==> config.mk <==
export PLATFORM = sky130hd
export DESIGN_NAME = ta_cap_seq
export DESIGN_NICKNAME = d
export VERILOG_FILES = /design/src/rtl/ta_pkg.sv /design/src/rtl/ta_dncnt.sv /design/src/rtl/ta_cap_seq.sv
export SDC_FILE = /design/constraint.sdc
export NUM_CORES = 1
export LEC_CHECK = 0
export CORE_MARGIN = 4
export CORE_UTILIZATION = 40
export CTS_CLUSTER_DIAMETER = 150
export CTS_CLUSTER_SIZE = 40
export DETAILED_ROUTE_END_ITERATION = 16
export MAX_ROUTING_LAYER = met4
export SLEW_MARGIN = 0
export SYNTH_ARGS = -nofsm -noshare
export SYNTH_HDL_FRONTEND = slang
export SYNTH_SLANG_ARGS = --single-unit
==> constraint.sdc <==
create_clock -name clk250 -period 3.4 [get_ports clk250]
set_clock_uncertainty 0.2 [all_clocks]
set_input_delay 1.02 -clock clk250 [delete_from_list [all_inputs] [get_ports clk250]]
set_output_delay 1.02 -clock clk250 [all_outputs]
set_load 0.005 [all_outputs]
==> src/rtl/ta_pkg.sv <==
// Shared types and defaults for the ta capture sequencer slice.
package ta_pkg;

    typedef enum logic [2:0] {
        S_IDLE,
        S_MRST,
        S_TRIG,
        S_WAITR,
        S_WIN,
        S_GAP,
        S_DONE
    } ta_state_e;

    localparam int unsigned MRST_DEFAULT = 8;
    localparam int unsigned CNT_DEFAULT  = 16;

endpackage

==> src/rtl/ta_dncnt.sv <==
// Loadable down-counter with a zero flag; load takes priority over decrement.
module ta_dncnt #(
    parameter int unsigned CNT0_0 = 16
) (
    input  logic              clk250,
    input  logic              rst,
    input  logic              load,
    input  logic [CNT0_0-1:0] load_val,
    input  logic              dec,
    output logic              zero
);

    logic [CNT0_0-1:0] count;

    always_ff @(posedge clk250) begin
        if (rst) begin
            count <= '0;
        end else if (load) begin
            count <= load_val;
        end else if (dec && count != '0) begin
            count <= count - CNT0_0'(1);
        end
    end

    assign zero = (count == '0);

endmodule

==> src/rtl/ta_cap_seq.sv <==
// Capture sequencer: memory reset, then per shot trigger / wait-ready / merge window / gap.
module ta_cap_seq
    import ta_pkg::*;
#(
    parameter int unsigned CNT0_0  = CNT_DEFAULT,
    parameter int unsigned MRST0_0 = MRST_DEFAULT
) (
    input  logic              clk250,
    input  logic              rst,
    input  logic              seq_start,
    input  logic              seq_abort,
    input  logic [CNT0_0-1:0] shot_num,
    input  logic [CNT0_0-1:0] win_len,
    input  logic [CNT0_0-1:0] gap_len,
    input  logic [CNT0_0-1:0] rdy_tmo,
    input  logic              lddr_rdy,
    output logic              mem_reset,
    output logic              ldd_trig,
    output logic              merge_en,
    output logic              seq_busy,
    output logic              seq_done,
    output logic              seq_err,
    output logic [CNT0_0-1:0] shot_cnt
);

    ta_state_e         state, state_nxt;
    logic [CNT0_0-1:0] shot_num_q, win_len_q, gap_len_q, rdy_tmo_q;
    logic              cnt_load, cnt_dec, cnt_zero;
    logic [CNT0_0-1:0] cnt_val;
    logic              start_acc, tmo_hit, win_end;
    logic              last_shot;

    ta_dncnt #(.CNT0_0(CNT0_0)) u_cnt (
        .clk250   (clk250),
        .rst      (rst),
        .load     (cnt_load),
        .load_val (cnt_val),
        .dec      (cnt_dec),
        .zero     (cnt_zero)
    );

    assign last_shot = ((shot_cnt + CNT0_0'(1)) == shot_num_q);

    // Counter is loaded with (length - 1) on entry so a phase lasts exactly length cycles.
    always_comb begin
        state_nxt = state;
        cnt_load  = 1'b0;
        cnt_val   = '0;
        cnt_dec   = 1'b0;
        start_acc = 1'b0;
        tmo_hit   = 1'b0;
        win_end   = 1'b0;
        if (state != S_IDLE && seq_abort) begin
            state_nxt = S_IDLE;
        end else begin
            unique case (state)
                S_IDLE: begin
                    if (seq_start && !seq_abort) begin
                        start_acc = 1'b1;
                        cnt_load  = 1'b1;
                        cnt_val   = CNT0_0'(MRST0_0 - 1);
                        state_nxt = (shot_num == '0) ? S_DONE : S_MRST;
                    end
                end
                S_MRST: begin
                    if (cnt_zero) state_nxt = S_TRIG;
                    else          cnt_dec   = 1'b1;
                end
                S_TRIG: begin
                    state_nxt = S_WAITR;
                    cnt_load  = 1'b1;
                    cnt_val   = rdy_tmo_q - CNT0_0'(1);
                end
                S_WAITR: begin
                    if (lddr_rdy) begin
                        state_nxt = S_WIN;
                        cnt_load  = 1'b1;
                        cnt_val   = (win_len_q == '0) ? '0 : win_len_q - CNT0_0'(1);
                    end else if (rdy_tmo_q != '0 && cnt_zero) begin
                        state_nxt = S_DONE;
                        tmo_hit   = 1'b1;
                    end else begin
                        cnt_dec = 1'b1;
                    end
                end
                S_WIN: begin
                    if (cnt_zero) begin
                        win_end = 1'b1;
                        if (last_shot) begin
                            state_nxt = S_DONE;
                        end else if (gap_len_q == '0) begin
                            state_nxt = S_TRIG;
                        end else begin
                            state_nxt = S_GAP;
                            cnt_load  = 1'b1;
                            cnt_val   = gap_len_q - CNT0_0'(1);
                        end
                    end else begin
                        cnt_dec = 1'b1;
                    end
                end
                S_GAP: begin
                    if (cnt_zero) state_nxt = S_TRIG;
                    else          cnt_dec   = 1'b1;
                end
                S_DONE: state_nxt = S_IDLE;
                default: state_nxt = S_IDLE;
            endcase
        end
    end

    // Outputs are registered from the next state so they line up with the state register.
    always_ff @(posedge clk250) begin
        if (rst) begin
            state      <= S_IDLE;
            shot_num_q <= '0;
            win_len_q  <= '0;
            gap_len_q  <= '0;
            rdy_tmo_q  <= '0;
            shot_cnt   <= '0;
            seq_err    <= 1'b0;
            mem_reset  <= 1'b0;
            ldd_trig   <= 1'b0;
            merge_en   <= 1'b0;
            seq_busy   <= 1'b0;
            seq_done   <= 1'b0;
        end else begin
            state     <= state_nxt;
            mem_reset <= (state_nxt == S_MRST);
            ldd_trig  <= (state_nxt == S_TRIG);
            merge_en  <= (state_nxt == S_WIN);
            seq_busy  <= (state_nxt != S_IDLE);
            seq_done  <= (state_nxt == S_DONE);
            if (start_acc) begin
                shot_num_q <= shot_num;
                win_len_q  <= win_len;
                gap_len_q  <= gap_len;
                rdy_tmo_q  <= rdy_tmo;
                shot_cnt   <= '0;
                seq_err    <= 1'b0;
            end else begin
                if (win_end && shot_cnt != shot_num_q) shot_cnt <= shot_cnt + CNT0_0'(1);
                if (tmo_hit) seq_err <= 1'b1;
            end
        end
    end

endmodule

==> impl_metrics.toml <==
[grt]
grt_max_degree = 67
antenna_found_initial = 0
grt_pass1_vias = 5586
overflow = 0
grt_usage_pct = 21.4
grt_pass1_wl_um = 29400

[floorplanning]
io_pins = 91
fp.dieH_um = 131
core_area_um2 = 14700
std_cell_rows = 44
dieArea_um2 = 17200
initial_core_util_pct = 41.3
die_x_um = 131

[drt]
highest_layer = "met4"
wl_met1_um = 8280
drt_wl_total_um = 18100
wl_per_cell_um = 16.9
antenna_left = 0
vias = 5931
route.met2.wl_um = 8570
drt_pass1_iterations = 5
viasPerCell = 5.55
drt_iter0_drc = 487
route.met3.wl_um = 886
drc = 0

[synthesis]
ys_warn_count = 0
syn-cell-area_um2 = 6070
synth_edf_count = 0
syn_nets = 873
synth_cell_type_count = 65
syn_area_per_cell_um2 = 7.62
ys_seq_elements = 105
synthCells = 796
yosysSeqAreaShare_pct = 34.7
async_flop_share_pct = 0
synth_ff_type = "dfxtp_1"

[sta]
slew_headroom_pct = 56.9
min_period_ps = 3160
period_share_pct = 92.8
finalSetupTns_ps = 0
hold_viol_final = 0
rsz0062_at_grt = "false"
max_freq_ghz = 0.317
worst_slack_ps = 245
slew_violations = 0
worstMarginPinSlew_ps = 646
setup_viol = 0

[power]
p_leak_nw = 2.78
p_per_area_nw_per_um2 = 435
clockPowerShare_pct = 34.0
p_int_mw = 2.31
p_comb_share_pct = 24.0
seq_power_share_pct = 41.9
finalPower_mw = 3.29
power.switching_mw = 0.986
switching_share_pct = 29.9
ir_drop_v = 0.000312

[clock_network]
cts_resized = 0
clock_path_buffers = 2
postCtsSetupRepairBufs = 0
cts.sinks = 105
ctsHtreeMaxLevel = 3
holdBufCountCts = 0
cts_tree = "yes"
cts_buffers = 9
clk_pin_slew_ps = 70
cts_root_buf = "clkbuf_16"
clk_latency_ps = 360

[worst_setup_path]
crit_start = "shot_cnt[0]"
reg2regPathDepth = 10
critPathLaunchType = "flip-flop"
path_class = "flip-flop to flip-flop"
reg2reg_from = "shot_cnt[0]"
cp-end-kind = "flip-flop"
cp.arrival_ps = 3170
critPathRequiredTime_ps = 3420
worstPathMaxFanout = 16

[placed_design]
dp_slack_ps = 153
port_buffers = 90
place.gp.congestion = 0.933
dp_hpwl_um = 13800

[worst_hold_path]
hold_class = "flip-flop to flip-flop"
worstHoldStart = "shot_num_q[3]"
holdPathStages = 2

[finish]
most-common-layout-cells = "nand2_1 (167), dfxtp_1 (105), a21oi_1 (98)"
final_common_cell = "nand2_1"
fin_util_pct = 51.5
drive_above_1_share_pct = 7.68
area_delta_synth_final_pct = 24.7
nets = 957
diodes = 0

[run_status]
status = "complete, no violations"

[flow_run]
maxCapViolCount = 0
[worst paths after layout]
check | slack (ps) | endpoint
worst max-delay path | 240 | u_cnt.count[8]
worst min-delay path | 270 | shot_num_q[3]
worst max register to register | 240 | u_cnt.count[8]
worst min register to register | 270 | shot_num_q[3]
[area by class of cell]
type / instances / area [um2]
multi-input cells: 630 / 3720
well taps: 184 / 230
inverters: 16 / 60.1
fillers: 1433 / 7130
clock inverters: 6 / 91.3
repair buffers: 118 / 1130
clock buffers: 10 / 229
flip-flops and latches: 105 / 2100
[worst max-delay path, stage by stage (launching register included)]
cell	delay [ps]
dfxtp_1	320
ha_1	290
and2_1	230
and3_1	200
o21a_1	160
o21ai_0	430
a41o_2	370
nor2_4	110
a2111oi_0	470
buf_4	190
a211oi_1	40
[sequential cells by signal (all words and copies together) (netlist names), 3 cells and up]
| register | cells |
|---|---|
| gap_len_q | 16 |
| rdy_tmo_q | 16 |
| shot_cnt | 16 |
| shot_num_q | 16 |
| u_cnt.count | 16 |
| win_len_q | 16 |
| state | 3 |
[cells in the mapped netlist, drive strengths merged (14+ instances only)]
master  number  area, um2
dfxtp      105       2100
nor3        20        100
nand3       16       85.1
xnor2       50        438
inv         16       60.1
a21oi       98        490
nor2        61        239
a211oi      14        105
xor2        33        289
nand4       15        109
nand2      167        627
clkbuf      35        131
nor4        20        125
[routing by layer]
metal  vias to the layer above  global-route usage [%]
met5                         -                       -
met4                         0                    5.60
met3                        26                    4.47
met2                       174                    34.6
met1                      2763                    27.4
li1                       2968                       -
[power by group through the flow]
| stage | sequential [mW] | clock, mW | combinational (mW) |
|---|---|---|---|
| 2_1_floorplan | 1.38 | 0 | 0.527 |
| 3_3_place_gp | 1.41 | 0 | 0.786 |
| 3_5_place_dp | 1.41 | 0 | 0.787 |
| 4_1_cts | 1.38 | 1.15 | 0.793 |
| 5_1_grt | 1.39 | 1.21 | 0.870 |
| 6_report | 1.38 | 1.12 | 0.792 |
[metrics by stage]
| stage | hold WS (ps) | cell area [um2] | cells |
|---|---|---|---|
| floorplan | 248 | 6070 | 796 |
| finish | 270 | 7560 | 1069 |
| global route | 286 | 7560 | 1069 |
| detailed placement | 263 | 7240 | 1053 |
| CTS | 273 | 7560 | 1069 |
| global placement | 262 | 7240 | 1053 |
[cells by family after synthesis]
logic type,count (synthesis),share of synthesized area [%]
compound gates,177,18.7
fa+ha+maj,8,1.65
flops,105,34.7
xor+xnor,83,12.0
simple gates,361,28.7
buf+inv,61,4.10
mux,1,0.165
(Power assumes the default switching activity.)
